## config.mk

```make
export PLATFORM = sky130hd
export DESIGN_NAME = compressor_n2_pipe
export DESIGN_NICKNAME = d
export VERILOG_FILES = /design/src/rtl/compressor_n2_pipe_pkg.sv /design/src/rtl/compressor_n2_pipe_grp8.sv /design/src/rtl/compressor_n2_pipe.sv
export SDC_FILE = /design/constraint.sdc
export NUM_CORES = 1
export LEC_CHECK = 0
export BUFFER_PORTS_ARGS = -buffer_cell sky130_fd_sc_hd__buf_2
export CAP_MARGIN = 20
export CORE_AREA = 2 2 88 90
export DETAILED_ROUTE_END_ITERATION = 8
export DIE_AREA = 0 0 90 92
export MAX_ROUTING_LAYER = met4
export SLEW_MARGIN = 30
export SYNTH_ARGS = -nofsm -noshare
export SYNTH_HDL_FRONTEND = slang
export SYNTH_SLANG_ARGS = --single-unit
```

## constraint.sdc

```tcl
create_clock -name clk -period 2.3 [get_ports clk]
set_input_delay 0.23 -clock clk [delete_from_list [all_inputs] [get_ports clk]]
set_output_delay 0.23 -clock clk [all_outputs]
set_load 0.03 [all_outputs]
```

## src/rtl/compressor_n2_pipe_pkg.sv

```systemverilog
// Shared definitions for the two-stage popcount compressor: mode encodings,
// group width and the output count-width helper.
package cmp_pkg;

  // Per-beat compression mode; encoding 3 behaves like exact
  typedef enum logic [1:0] {
    CMP_EXACT     = 2'd0,
    CMP_APPROX_A  = 2'd1,
    CMP_APPROX_B  = 2'd2,
    CMP_EXACT_ALT = 2'd3
  } cmp_mode_e;

  localparam int GRP_W = 8;

  // Bits needed to hold a count from 0 up to and including 'bits'
  function automatic int cnt_width(input int bits);
    return $clog2(bits + 1);
  endfunction

endpackage

```

## src/rtl/compressor_n2_pipe_grp8.sv

```systemverilog
// Combinational 8-bit group counter. Produces the exact popcount of the
// group and the approximate count selected by the mode (approx-B when the
// mode asks for it, approx-A otherwise).
module compressor_grp8
  import cmp_pkg::*;
(
  input  logic [GRP_W-1:0] grp,
  input  logic [1:0]       mode,
  output logic [3:0]       exact_cnt,
  output logic [3:0]       approx_cnt
);

  logic [3:0] hi6_cnt;
  logic [3:0] hi4_cnt;
  logic [3:0] approx_a;
  logic [3:0] approx_b;
  logic       low_or;
  logic       mid_or;

  // Full popcount plus the partial popcounts and OR-collapsed low pairs the approximations use
  always_comb begin
    exact_cnt = '0;
    hi6_cnt   = '0;
    hi4_cnt   = '0;
    for (int i = 0; i < GRP_W; i++) begin
      exact_cnt = exact_cnt + {3'b000, grp[i]};
    end
    for (int i = 2; i < GRP_W; i++) begin
      hi6_cnt = hi6_cnt + {3'b000, grp[i]};
    end
    for (int i = 4; i < GRP_W; i++) begin
      hi4_cnt = hi4_cnt + {3'b000, grp[i]};
    end
    low_or     = grp[1] | grp[0];
    mid_or     = grp[3] | grp[2];
    approx_a   = hi6_cnt + {3'b000, low_or};
    approx_b   = hi4_cnt + {2'b00, mid_or, 1'b0} + {3'b000, low_or};
    approx_cnt = (mode == CMP_APPROX_B) ? approx_b : approx_a;
  end

endmodule

```

## src/rtl/compressor_n2_pipe.sv

```systemverilog
// Two-stage pipelined weighted bit counter with valid/ready handshakes.
// Stage 1 holds per-group exact and approximate counts with the beat's mode;
// stage 2 sums the counts the mode selects into out_cnt.
// Optional feature macro CMP_ERR_STAT_EN: carries the exact sum alongside and
// accumulates |exact - out_cnt| and delivered beats into saturating counters.
module compressor_n2_pipe
  import cmp_pkg::*;
#(
  parameter  int IN_BITS = 16,
  localparam int OUT_W   = cnt_width(IN_BITS)
) (
  input  logic               clk,
  input  logic               rst,
  input  logic [IN_BITS-1:0] in_data,
  input  logic [1:0]         in_mode,
  input  logic               in_valid,
  output logic               in_ready,
  output logic [OUT_W-1:0]   out_cnt,
  output logic               out_valid,
  input  logic               out_ready,
  input  logic               stat_clr,
  output logic [15:0]        err_acc,
  output logic [15:0]        beat_cnt
);

  localparam int NG = IN_BITS / GRP_W;

  logic [3:0] grp_exact  [NG];
  logic [3:0] grp_approx [NG];

  logic       s1_valid;
  cmp_mode_e  s1_mode;
  logic [3:0] s1_exact  [NG];
  logic [3:0] s1_approx [NG];

  logic             in_fire;
  logic             s2_load;
  logic             use_exact;
  logic [OUT_W-1:0] sel_sum;

  for (genvar k = 0; k < NG; k++) begin : g_grp
    compressor_grp8 u_grp (
      .grp        (in_data[k*GRP_W +: GRP_W]),
      .mode       (in_mode),
      .exact_cnt  (grp_exact[k]),
      .approx_cnt (grp_approx[k])
    );
  end

  assign s2_load  = !out_valid | out_ready;
  assign in_ready = !s1_valid | s2_load;
  assign in_fire  = in_valid & in_ready;

  // Stage 1 captures group counts and mode on an input transfer, empties when stage 2 takes it
  always_ff @(posedge clk or posedge rst) begin
    if (rst) begin
      s1_valid <= 1'b0;
      s1_mode  <= CMP_EXACT;
      for (int k = 0; k < NG; k++) begin
        s1_exact[k]  <= '0;
        s1_approx[k] <= '0;
      end
    end else if (in_fire) begin
      s1_valid <= 1'b1;
      s1_mode  <= cmp_mode_e'(in_mode);
      for (int k = 0; k < NG; k++) begin
        s1_exact[k]  <= grp_exact[k];
        s1_approx[k] <= grp_approx[k];
      end
    end else if (s2_load) begin
      s1_valid <= 1'b0;
    end
  end

  // Sum the per-group counts chosen by the beat's own mode
  always_comb begin
    sel_sum   = '0;
    use_exact = (s1_mode != CMP_APPROX_A) && (s1_mode != CMP_APPROX_B);
    for (int k = 0; k < NG; k++) begin
      sel_sum = sel_sum + OUT_W'(use_exact ? s1_exact[k] : s1_approx[k]);
    end
  end

  // Stage 2 output register; holds under backpressure
  always_ff @(posedge clk or posedge rst) begin
    if (rst) begin
      out_valid <= 1'b0;
      out_cnt   <= '0;
    end else if (s2_load) begin
      out_valid <= s1_valid;
      if (s1_valid) begin
        out_cnt <= sel_sum;
      end
    end
  end

`ifdef CMP_ERR_STAT_EN
  logic [OUT_W-1:0] exact_sum;
  logic [OUT_W-1:0] s2_exact;
  logic [OUT_W-1:0] abs_err;
  logic [16:0]      err_sum;
  logic             out_fire;

  assign out_fire = out_valid & out_ready;

  // Exact sum computed next to the selected sum so the error can be measured
  always_comb begin
    exact_sum = '0;
    for (int k = 0; k < NG; k++) begin
      exact_sum = exact_sum + OUT_W'(s1_exact[k]);
    end
  end

  // Exact count travels alongside out_cnt
  always_ff @(posedge clk or posedge rst) begin
    if (rst) begin
      s2_exact <= '0;
    end else if (s2_load && s1_valid) begin
      s2_exact <= exact_sum;
    end
  end

  // Absolute error of the delivered beat, widened for saturation detection
  always_comb begin
    abs_err = (s2_exact >= out_cnt) ? (s2_exact - out_cnt) : (out_cnt - s2_exact);
    err_sum = {1'b0, err_acc} + 17'(abs_err);
  end

  // Saturating statistics; clear wins over a same-cycle delivery
  always_ff @(posedge clk or posedge rst) begin
    if (rst) begin
      err_acc  <= '0;
      beat_cnt <= '0;
    end else if (stat_clr) begin
      err_acc  <= '0;
      beat_cnt <= '0;
    end else if (out_fire) begin
      err_acc  <= err_sum[16] ? 16'hFFFF : err_sum[15:0];
      beat_cnt <= (beat_cnt == 16'hFFFF) ? beat_cnt : beat_cnt + 16'd1;
    end
  end
`else
  logic unused_stat_clr;

  assign unused_stat_clr = stat_clr;
  assign err_acc         = '0;
  assign beat_cnt        = '0;
`endif

endmodule

```

Yosys cells after proc, flatten, opt, wreduce, memory -nomap -nowiden. Cells that the tools add are included.

Latch bits: 0. Memory bits (writable): 0. Output and inout bits: 39. Input port bits: 23. Register bits: 25. Logic and storage cells: 66. Memories: 0. Bits in read-only memories: 0.

Multipliers: 0. Add/sub/neg operators: 37. Equal/unequal tests: 3. Bitwise logic cells: 7. Magnitude comparators: 0. Multiplexer cells: 6. Shifts and indexed selects: 0. Divide/modulo/power cells: 0. Reductions and logical operators: 5.

Operators by type and width (count): adder 4 x 1 -> 4 bit (28); 2-to-1 mux 4 bit (4); adder 1 x 1 -> 2 bit (6); adder 4 x 2 -> 4 bit (2); bitwise OR 1 bit (6); adder 4 x 4 -> 5 bit (1); == test 2 bit (second input constant) (1); logical NOT 1 bit (2); 2-to-1 mux 1 bit (2); != test 2 x 1 -> 1 bit (second input constant) (1); != test 2 bit (second input constant) (1); AND reduction 2 bit (1); nonzero test 2 bit (1); bitwise AND 1 bit (1); logical AND 1 bit (1).

Logic depth before layout (Yosys ltp).
Depth in word-level cells: 7. Depth in mapped cells: 12. Depth with buffers taken out: 12.

By module. Synthesis repeated with hierarchy kept, for this count alone.

Cell total of the unflattened synthesis: 212. Area, all modules: 2343.5 um2.

By module, submodules not included: compressor_n2_pipe (area each 1460.2 um2, times used 1, cells each 120, sequential area each 625.6 um2); compressor_grp8 (area each 441.7 um2, times used 2, cells each 46, sequential area each 0.0 um2).

Worst setup path before layout. OpenSTA, ideal clock, no wires.

Path kind: input port to flip-flop. From: input in_data[0]. To: register s1_exact[6] in the netlist's numbering. Arrival: 2.604 ns. Stages on the path: 9. Setup time: 0.125 ns. Path buffers: 0. Data required time: 2.175 ns. Slack: -0.429 ns. Cell sequence: inv_1 ha_1 inv_1 fa_1 fa_1 fa_1 fa_1 xnor2_1 mux2_2.

Cells in the longest elaborated chain, start to end: 7.

Ends and longest elaborated chain: start, declared (RTL line compressor_n2_pipe.sv:14) `input logic [IN_BITS-1:0] in_data,`; adder 1 x 1 -> 2 bit (RTL line compressor_n2_pipe_grp8.sv:26) `exact_cnt = exact_cnt + {3'b000, grp[i]};`; adder 4 x 1 -> 4 bit (6 in a row) (RTL line compressor_n2_pipe_grp8.sv:26); end signal, assigned by index (RTL line compressor_n2_pipe.sv:67) `s1_exact[k] <= grp_exact[k];`; end, declared (RTL line compressor_n2_pipe.sv:33) `logic [3:0] s1_exact [NG];`.

Every way passes these cells. A chain may end at the register's enable or synchronous reset.

Worst setup path in the final report.
From: input in_data[10]. To: register s1_approx[2] in the netlist's numbering.

Cells in the longest elaborated chain, start to end: 7. Elaborated cells between the ends (all ways): 10. Those cells by class: 8 x add/sub; 1 x mux; 1 x bitwise.

Ends and longest elaborated chain: adder 1 x 1 -> 2 bit (RTL line compressor_n2_pipe_grp8.sv:29) `hi6_cnt = hi6_cnt + {3'b000, grp[i]};`; adder 4 x 1 -> 4 bit (4 in a row) (RTL line compressor_n2_pipe_grp8.sv:29); adder 4 x 1 -> 4 bit (RTL line compressor_n2_pipe_grp8.sv:36) `approx_a = hi6_cnt + {3'b000, low_or};`; 2-to-1 mux 4 bit * (RTL line compressor_n2_pipe_grp8.sv:38) `approx_cnt = (mode == CMP_APPROX_B) ? approx_b : approx_a;`; end signal, assigned by index (RTL line compressor_n2_pipe.sv:68) `s1_approx[k] <= grp_approx[k];`; end, declared (RTL line compressor_n2_pipe.sv:34) `logic [3:0] s1_approx [NG];`.

Every way passes the cells marked *; elsewhere a longest branch is shown, timed or not.

==> impl_metrics.env <==
export IMPL_status="complete, but fails checks"
export IMPL_failed_checks="setup timing"
export IMPL_powerDensity_nw_per_um2=715
export IMPL_yosys_area_top_type="dfrtp_1"
export IMPL_reg2reg_depth=8
export IMPL_ioPinCount=62
export IMPL_cts_max_level=1
export IMPL_grt_max_degree=26
export IMPL_vdd_drop_max_mv=0.298
export IMPL_reg2reg_setup_slack_ns=0.17
export IMPL_final_nets=374
export IMPL_arrival_ns=2.63
export IMPL_yosysMostFrequentCell="inv_1"
export IMPL_drive_above_1_share_pct=37.2
export IMPL_tns_ns=-0.957
export IMPL_clock_path_buffers=2
export IMPL_synthTopCellsByArea="dfrtp_1 (25%), fa_1 (15%), ha_1 (15%)"
export IMPL_syn_to_final_growth_pct=24.1
export IMPL_crit_type="in -> reg"
export IMPL_portBuffers=28
export IMPL_via_per_inst=4.13
export IMPL_cts_made_buffers=3
export IMPL_first_pass_iters=4
export IMPL_fmax_ghz=0.405
export IMPL_antenna_cells=0
export IMPL_grt_pass1_wl_um=7780
export IMPL_synth_edff_count=0
export IMPL_worst_slack_ns=-0.167
export IMPL_synth_cell_types=33
export IMPL_cpPeakStageDelay_ns=0.49
export IMPL_vias=1664
export IMPL_max_slew_worst_pin_slew_ns=0.711
export IMPL_clock_skew_ns=0.00871
export IMPL_gr_usage_all_layers_pct=11.8
export IMPL_drtAntennaViolNets=0
export IMPL_hold_path_class="in -> reg"
export IMPL_hp_start="in_mode[1]"
export IMPL_synthTopCellsByCount="inv_1 (55), buf_4 (32), ha_1 (30)"
export IMPL_antenna_found_initial=0
export IMPL_fillers=735
export IMPL_maxCapViolCount=0
export IMPL_design_area_um2=3120
export IMPL_die_x_um=90
export IMPL_post_route_min_period_ns=2.47
export IMPL_start_util_pct=33.7
export IMPL_grt_overflow=0
export IMPL_whs_endpoint="s1_mode[1]"
export IMPL_power_w=0.00223
export IMPL_drc=0
export IMPL_dp_hpwl_um=3620
export IMPL_finalHoldViolCount=0
export IMPL_clk_pin_slew_ns=0.10
export IMPL_rows=32
export IMPL_design_die_area_um2=8280
export IMPL_grt_pass1_vias=1753
export IMPL_endpoint_kind="register"
export IMPL_yosys_warnings=0
export IMPL_p_leak_nw=1.57
export IMPL_slew_violations=0
export IMPL_clk_latency_ns=0.28
export IMPL_synth_cells=247
export IMPL_gp_congestion=0.802
export IMPL_synth_seq_area_share_pct=24.9
export IMPL_wire_per_inst_um=11.0
export IMPL_finalCritPeriodShare_pct=107
export IMPL_core_area_um2=7450
export IMPL_post_synth_top_area_fraction_pct=24.9
export IMPL_wirelength_um=4410
export IMPL_clock_root_buffer="clkbuf_8"
export IMPL_crit_path_max_fanout=2
export IMPL_path_cells="buf_8 > inv_6 > ha_4 > inv_2 > fa_1 > fa_1 > inv_2 > ha_4 > inv_2 > fa_2 > xor2_1 > mux2i_1 > mux2_4"
export IMPL_avgSynthCellArea_um2=10.2
export IMPL_die_h_um=92
export IMPL_synth_seq_cells=25
export IMPL_cts_sinks=25
export IMPL_cpLargestDelayFamily="adder cells"
export IMPL_relSlewSlack_pct=52.6
export IMPL_cp_common_cell="inv_2"
export IMPL_crit_path_start_kind="primary input"
export IMPL_critPathSlowestCell="fa_1"
export IMPL_rsz0062_at_grt="true"
export IMPL_hold_slack_ns=0.194
export IMPL_r2r_end="out_cnt[2]"
export IMPL_synthArstFlopShare_pct=100
export IMPL_hold_path_depth=2
export IMPL_setup_violations_final=8
export IMPL_synth_ff_type="dfrtp_1"
export IMPL_dpl_worst_slack_ns=-0.589
export IMPL_reg2reg_from="s1_mode[1]"
export IMPL_first_iter_violations=49
export IMPL_required_ns=2.46
export IMPL_tritoncts="built"
export IMPL_syn_cell_area_um2=2510
export IMPL_placed_area_um2=2830
export IMPL_crit_buf_inv=5
report_power, final:
group          switching (W)  internal [W]  total, W
clock               0.000150      0.000127  0.000277
sequential         0.0000732      0.000586  0.000659
combinational       0.000673      0.000620   0.00129
per-layer routing:
layer / wire length, µm / track usage (%) / vias up
met5: 0 / - / -
met4: 48 / 3.08 / 0
met3: 149 / 1.97 / 5
met2: 2300 / 21.0 / 34
met1: 1910 / 13.9 / 795
li1: - / - / 830
worst max path at each step:
stage | from | to | slack, ns | cells past startpoint
after floorplan | in_data[1] | s1_exact[6] | -0.34 | 9
after global placement | in_data[1] | s1_exact[6] | -0.54 | 10
after detailed placement | in_data[1] | s1_exact[6] | -0.59 | 10
after CTS | in_data[10] | s1_approx[2] | -0.19 | 13
after global routing | in_data[11] | s1_approx[2] | -0.23 | 13
final | in_data[10] | s1_approx[2] | -0.17 | 13
repair_timing:
| action | in CTS | in global routing |
|---|---|---|
| hold endpoints to repair | 16 | 0 |
| gates resized for setup | 36 | 10 |
| pin swaps | 2 | 4 |
| buffers inserted | 4 | 4 |
| hold buffers | 1 | 0 |
| setup endpoints to repair | 8 | 10 |
kinds of logic after synthesis:
group | count (synthesis) | synth area share (%)
XOR/XNOR | 8 | 3.09
AND/OR/NAND/NOR | 17 | 4.38
flip-flops | 25 | 24.9
other | 1 | 0.149
buffers and inverters | 92 | 19.4
multiplexers | 25 | 11.0
adder cells (fa/ha/maj) | 49 | 30.1
AO/OA/AOI/OAI | 30 | 6.97
cell usage in the layout (no fill, tap or decap), drive strengths merged, types with 4 or more instances in the layout:
master / count
conb: 32
dfrtp: 25
buf: 55
fa: 19
o21ai: 4
xor2: 5
mux2: 18
ha: 30
a21oi: 17
mux2i: 7
inv: 56
registers in the layout, summed over array words and instances (netlist names):
register	count
s1_mode	2
s1_valid	1
s1_exact	8
out_cnt	5
out_valid	1
s1_approx	8
layout make-up:
cell class | count | area (µm²) | area share [%]
Clock inverter | 1 | 8.76 | 0.281
Clock buffer | 3 | 41.3 | 1.32
Sequential cell | 25 | 626 | 20.1
Inverter | 55 | 244 | 7.83
Tap cell | 102 | 128 | 4.09
Multi-Input combinational cell | 161 | 1640 | 52.5
Timing Repair Buffer | 56 | 433 | 13.9
stage by stage:
step	utilization, %	std cells
3_3_place_gp	38.0	391
2_1_floorplan	-	278
5_1_grt	41.9	403
4_1_cts	41.0	400
3_5_place_dp	38.0	391
6_report	41.9	403
worst reg2reg max path, stage by stage, from the launching register on:
cell and delay, ns:
dfrtp_1 0.42, xor2_2 0.18, buf_4 0.17, mux2_2 0.24, ha_1 0.16, inv_1 0.05
fa_1 0.40, xnor2_1 0.14, mux2_2 0.26
Note: power is estimated with default switching activity, not from simulation.
